<file path="src/rtl/alu_uart_ctrl.sv">
// alu_uart_ctrl: takes the A, B and OP bytes from the UART receiver and holds
// them on the ALU operand ports. It then sends the ALU result byte and a
// carry byte back to the UART transmitter.
module alu_uart_ctrl #(
  parameter int unsigned NB_DATA = 8,
  parameter int unsigned NB_OP   = NB_DATA - 2
) (
  input  logic               i_clk,
  input  logic               i_rst_n,
  input  logic [NB_DATA-1:0] i_rx_data,
  input  logic               i_rx_valid,
  output logic [NB_DATA-1:0] o_dato_a,
  output logic [NB_DATA-1:0] o_dato_b,
  output logic [NB_OP-1:0]   o_op,
  input  logic [NB_DATA-1:0] i_alu_res,
  input  logic               i_alu_carry,
  output logic [NB_DATA-1:0] o_tx_data,
  output logic               o_tx_start,
  input  logic               i_tx_done,
  output logic               o_busy,
  output logic               o_overrun
);

  typedef enum logic [2:0] {
    RX_A     = 3'd0,
    RX_B     = 3'd1,
    RX_OP    = 3'd2,
    EXEC     = 3'd3,
    TX_RES   = 3'd4,
    WAIT_RES = 3'd5,
    TX_CY    = 3'd6,
    WAIT_CY  = 3'd7
  } state_t;

  state_t             state_q, state_d;
  logic [NB_DATA-1:0] dato_a_q, dato_a_d;
  logic [NB_DATA-1:0] dato_b_q, dato_b_d;
  logic [NB_OP-1:0]   op_q, op_d;
  logic [NB_DATA-1:0] tx_data_q, tx_data_d;
  logic               tx_start_q, tx_start_d;
  logic               overrun_q, overrun_d;
  logic               carry_q, carry_d;
  logic               accepting;

  // A byte is accepted only in the three receive states
  always_comb begin
    accepting = (state_q == RX_A) || (state_q == RX_B) || (state_q == RX_OP);
  end

  // Next-state and datapath: the FSM makes at most one transition per edge
  always_comb begin
    state_d    = state_q;
    dato_a_d   = dato_a_q;
    dato_b_d   = dato_b_q;
    op_d       = op_q;
    tx_data_d  = tx_data_q;
    tx_start_d = 1'b0;
    overrun_d  = overrun_q;
    carry_d    = carry_q;

    if (i_rx_valid && !accepting) begin
      overrun_d = 1'b1;
    end

    case (state_q)
      RX_A: begin
        if (i_rx_valid) begin
          dato_a_d  = i_rx_data;
          overrun_d = 1'b0;
          state_d   = RX_B;
        end
      end
      RX_B: begin
        if (i_rx_valid) begin
          dato_b_d = i_rx_data;
          state_d  = RX_OP;
        end
      end
      RX_OP: begin
        if (i_rx_valid) begin
          op_d    = i_rx_data[NB_OP-1:0];
          state_d = EXEC;
        end
      end
      // The result is loaded straight into the TX register on the EXEC edge.
      // This keeps o_tx_data stable for the whole cycle in which the
      // registered start pulse is high.
      EXEC: begin
        tx_data_d  = i_alu_res;
        carry_d    = i_alu_carry;
        tx_start_d = 1'b1;
        state_d    = TX_RES;
      end
      TX_RES: begin
        state_d = WAIT_RES;
      end
      WAIT_RES: begin
        if (i_tx_done) begin
          tx_data_d  = {{(NB_DATA-1){1'b0}}, carry_q};
          tx_start_d = 1'b1;
          state_d    = TX_CY;
        end
      end
      TX_CY: begin
        state_d = WAIT_CY;
      end
      WAIT_CY: begin
        if (i_tx_done) begin
          state_d = RX_A;
        end
      end
      default: begin
        state_d = RX_A;
      end
    endcase
  end

  // State and output registers with asynchronous active-low reset
  always_ff @(posedge i_clk or negedge i_rst_n) begin
    if (!i_rst_n) begin
      state_q    <= RX_A;
      dato_a_q   <= '0;
      dato_b_q   <= '0;
      op_q       <= '0;
      tx_data_q  <= '0;
      tx_start_q <= 1'b0;
      overrun_q  <= 1'b0;
      carry_q    <= 1'b0;
    end else begin
      state_q    <= state_d;
      dato_a_q   <= dato_a_d;
      dato_b_q   <= dato_b_d;
      op_q       <= op_d;
      tx_data_q  <= tx_data_d;
      tx_start_q <= tx_start_d;
      overrun_q  <= overrun_d;
      carry_q    <= carry_d;
    end
  end

  assign o_dato_a   = dato_a_q;
  assign o_dato_b   = dato_b_q;
  assign o_op       = op_q;
  assign o_tx_data  = tx_data_q;
  assign o_tx_start = tx_start_q;
  assign o_overrun  = overrun_q;
  assign o_busy     = !accepting;

endmodule

</file>
<file path="config.mk">
export PLATFORM = sky130hd
export DESIGN_NAME = alu_uart_ctrl
export DESIGN_NICKNAME = d
export VERILOG_FILES = /design/src/rtl/alu_uart_ctrl.sv
export SDC_FILE = /design/constraint.sdc
export NUM_CORES = 1
export LEC_CHECK = 0
export BUFFER_PORTS_ARGS = -buffer_cell sky130_fd_sc_hd__buf_2
export CAP_MARGIN = 10
export CORE_MARGIN = 1.5
export CORE_UTILIZATION = 25
export CTS_BUF_LIST = sky130_fd_sc_hd__clkbuf_4
export CTS_CLUSTER_DIAMETER = 200
export DETAILED_ROUTE_END_ITERATION = 12
export PLACE_DENSITY = 0.45
export SETUP_SLACK_MARGIN = 0.02
export SLEW_MARGIN = 20
export SYNTH_ARGS = -nofsm -noshare
export SYNTH_HDL_FRONTEND = slang
export SYNTH_SLANG_ARGS = --single-unit
</file>
<file path="constraint.sdc">
create_clock -name i_clk -period 2.1 [get_ports i_clk]
set_input_delay 0.105 -clock i_clk [delete_from_list [all_inputs] [get_ports i_clk]]
set_output_delay 0.105 -clock i_clk [all_outputs]
set_load 0.05 [all_outputs]
</file>
---- Word-level counts from Yosys, hierarchy flattened ----
Cells that the tools add are included.
W data, S select, Z words.
word-level totals
  logic and storage cells ................. 44
  bits of input ports ..................... 21
  output and inout port bits .............. 33
  flip-flop bits (word level) ............. 36
cells by class
  reductions and logical operators ........ 11
  equality and inequality tests ........... 12
  muxes and demuxes ....................... 13
operator list
  operator              number
  $pmux W3 S8           1
  $pmux W8 S2           1
  $mux W3               5
  $eq A3 B3 Y1 const B  4
  $ne A2 B2 Y1 const B  5
  $mux W8               1
  $reduce_and A2 Y1     4
  $eq A3 B2 Y1 const B  2
  $reduce_and A5 Y1     1
  $mux W1               4
  $eq A3 B1 Y1 const B  1
  $logic_not A3 Y1      1
  $logic_or A1 B1 Y1    2
  $pmux W1 S2           1
  $reduce_bool A2 Y1    1
  $logic_and A1 B1 Y1   1
  $logic_not A1 Y1      1

---- Depth between registers and ports, before layout ----
  word-level depth ........................ 8
  depth in mapped cells ................... 6
  gate-level depth less buffers ........... 5

---- Worst setup path before layout ----
Ideal clock, no wire load.
  path kind ............................... register -> register
  from .................................... reg state_q[0]
  to ...................................... reg tx_data_q[0], in the netlist o_tx_data[0]
  path buffers ............................ 1
  cell stages (with the launch flop) ...... 6
  setup time .............................. 0.125 ns
  required time ........................... 1.975 ns
  period minus slack after synthesis ...... 1.586 ns
  path slack .............................. 0.514 ns
  arrival time ............................ 1.461 ns
  path through ............................ dfrtp_1 ha_1 nor2b_1 buf_2 a31oi_4 mux2_2
between the ends
  cells in the longest elaborated chain, start to end .. 3
  elaborated cells on any way between the ends .. 6
  those cells by class .................... 3 x eq/ne; 1 x mux; 2 x reduce/logical
ends and longest elaborated chain
  element                                                              line  RTL
  start: declaration                                                   35    state_t state_q, state_d;
  start signal: assignment                                             130   state_q <= state_d;
  $eq A3 B3 Y1 / $eq A3 B2 Y1 (equally long branches)                  65    case (state_q)
  $ne A2 B2 Y1 (no line) / $reduce_bool A2 Y1 (equally long branches)  --
  $reduce_and A2 Y1 (no line)                                          --
  end signal: assignment                                               134   tx_data_q <= tx_data_d;
  end: declaration                                                     39    logic [NB_DATA-1:0] tx_data_q, tx_data_d;
Parallel ways exist; a longest one is shown, timed or not.
A chain may end at the register's enable or synchronous reset.

---- Final worst setup path ----
  from .................................... reg state_q[1]
  to ...................................... out o_busy
between the ends
  cells in the longest elaborated chain, start to end .. 4
  elaborated cells on any way between the ends .. 6
  those cells by class .................... 2 x eq/ne; 4 x reduce/logical
ends and longest elaborated chain
  element                                                  line  RTL
  $eq A3 B1 Y1 / $logic_not A3 Y1 (equally long branches)  47    accepting = (state_q == RX_A) || (state_q == RX_B) || (state_q == RX_OP);
  $logic_or A1 B1 Y1                                       47
  $logic_or A1 B1 Y1 (*)                                   47
  $logic_not A1 Y1 (*)                                     147   assign o_busy = !accepting;
  end: declaration                                         20    output logic o_busy,
Mark *: on every way between the ends. The rest lies on a longest branch, timed or not.

==> metrics <==
status completed; grt ovf 0; diode count 0; biggest area consumer among synthesized cells dfrtp_1; WP data required roughly 2.0 ns; top post-synthesis cells by area dfrtp_1 60%, mux2_2 18%, a22o_1 4.1%; final setup margin 0.207 ns; Final setup viols 0; Non-Filler Instances roughly 250; worst slew pin tran 0.794 ns; Root Driver clkbuf_4; TritonCTS clock tree done; worst clock skew around 0.0054 ns; final period utilization 0.901; die area between 6000 and 7000 sq um; deepest clock path buffer count 2; # placed instances around 230; Vias/cell between 4 and 5; 1st-iter DRT viols 25; FF-to-FF setup slack around 0.40 ns; RSZ-0062 raised after global routing no; worst r2r src state_q[1]; mapped cell area approximately 1500 sq um; # DRC 0; fin. max-slew vios 0; final core occ 0.346; drt total wl around 3400 um; crit path launch type flip-flop; Placer Congestion roughly 0.84; post-CTS setup buffers 0; worst-case reg-to-reg path depth 5; total iterations of the first detailed-routing run 4; clk_lat worst skew roughly 0.33 ns; Die Span X approximately 80 um; Setup CP Type reg -> out; initial core utilization 0.257; CTS clock-pin slew for the worst setup and hold paths ~0.10 ns; GRT Overall Usage 0.115; total CTS buffers 5; FMAX about 530 MHz; number of H-tree levels 2; share of layout cells above drive strength 1 0.544; final net count 195; crit end category primary output; most frequent cells in the layout 53 x buf_2, 36 x dfrtp_1, 24 x mux2_2; Reg-to-Reg End state_q[1]; vias in the first global route about 1200; critical path data arrival time between 1.5 and 2 ns; WHS Endpoint o_dato_a[7]; Final Hold Fails 0; Mapped Cells roughly 100; Routed WL per cell about 14 um; port buffer count 53; Site Rows 28; Seq/Total Area, Yosys 0.599; antenna violations before repair 0; Mean Syn Cell Area roughly 15 sq um; die height a little over 80 um; post-synth top area share 0.599; fin crit period between 1.5 and 2 ns; Max-cap violations 0; global-route wire length before repair approximately 5600 um; num ports between 50 and 60; total number of yosys warnings 0; largest net degree at the start of global routing 37; Crit Path Max Fanout 6; Hold Path Origin i_rx_data[7]; clk sinks 36; Worst path slowest cell dfrtp_1; Core ar. 5850 sq um; P&R area growth vs syn 34.7%; pre-CTS setup slack just under 0.4 ns; post-DP HPWL 2430 um; hold path depth 2; Antenna Nets Post-Route 0; Synth Net Count about 130; Synth cell types 25; Slowest Stage Delay on Critical Path around 0.43 ns; Via Count ~1100; TNS Setup 0 ns; flops & latches, synth 36; worst hold path class in -> reg; max_slew headroom 0.471; worst path cell trace inv_1, ha_1, nor3_4, or2_2, buf_2; most common cell after layout, fill and taps aside buf_2
[cell type report]
type | count | area [sq um]
Clock buffer | 7 | 52.6
Timing Repair Buffer | 65 | 383
Fill cell | 578 | 3820
Inverter | 3 | 11.3
Clock inverter | 1 | 3.75
Tap cell | 75 | 93.8
Sequential cell | 36 | 901
Multi-Input combinational cell | 59 | 582
[Yosys cell counts]
cell type   n
dfrtp_1    36
mux2_2     24
a22o_1      7
ha_1        4
inv_1       3
buf_2       2
nand2_1     2
nand2_2     2
nand2b_1    2
nor2_1      2
o21ai_0     2
o22a_1      2
a211o_1     1
a21bo_2     1
a2bb2oi_1   1
a31oi_4     1
buf_4       1
mux2_1      1
mux2_4      1
nor2b_1     1
nor2b_4     1
nor3_1      1
nor3_2      1
o32a_1      1
or2_2       1
[cells by family (layout without fill, tap and decap cells)]
family | Yosys count | count (layout) | share of synthesized area
flip-flops | 36 | 36 | 0.599
multiplexers | 26 | 26 | 0.197
adder cells (fa/ha/maj) | 4 | 4 | 0.0333
buffers and inverters | 6 | 76 | 0.0191
AO/OA/AOI/OAI | 16 | 16 | 0.0981
AND/OR/NAND/NOR | 13 | 13 | 0.0540
[worst max-delay path, delay by kind of cell, from the launching register on]
family	cells	cell delay, ns
fa+ha+maj	1	0.35
flops	1	0.43
buf+inv	2	0.30
simple gates	2	0.37
[through the flow]
stage               hold WS [ns]  area, sq um
floorplan                 -0.191         1510
global placement           0.224         1850
detailed placement         0.244         1850
CTS                     0.000471         2000
global route            0.000673         2030
finish                    0.0284         2030
[registers in the layout, summed over array words and instances, names as in the netlist]
register	count
o_dato_a	8
o_dato_b	8
o_tx_data	8
o_op	6
state_q	3
carry_q	1
o_overrun	1
o_tx_start	1
[routing by layer]
metal / GRT usage / routed length, um / up-vias
met2: 0.176 / 1510 / 53
met4: 0.0534 / 65 / 0
met3: 0.0500 / 351 / 8
met1: 0.140 / 1500 / 503
met5: 0 / 0 / -
li1: - / - / 505
[how the worst max path moves through the flow]
stage | start | cells past startpoint | endpoint
final | state_q[1] | 5 | o_busy
after global routing | state_q[0] | 5 | o_busy
after CTS | state_q[0] | 5 | o_busy
after detailed placement | state_q[0] | 5 | state_q[1]
after global placement | state_q[1] | 5 | state_q[1]
after floorplan | state_q[0] | 5 | o_tx_data[0]
[repair_timing]
action / CTS / global route
endpoints found under the setup margin: 0 / 1
hold buffers: 9 / 2
hold endpoints to repair: 44 / 2
gates resized for setup: 0 / 1
Power is left out: the tool's default activity adds up to more than one toggle a clock period on the data nets, which glitch-free logic cannot reach.
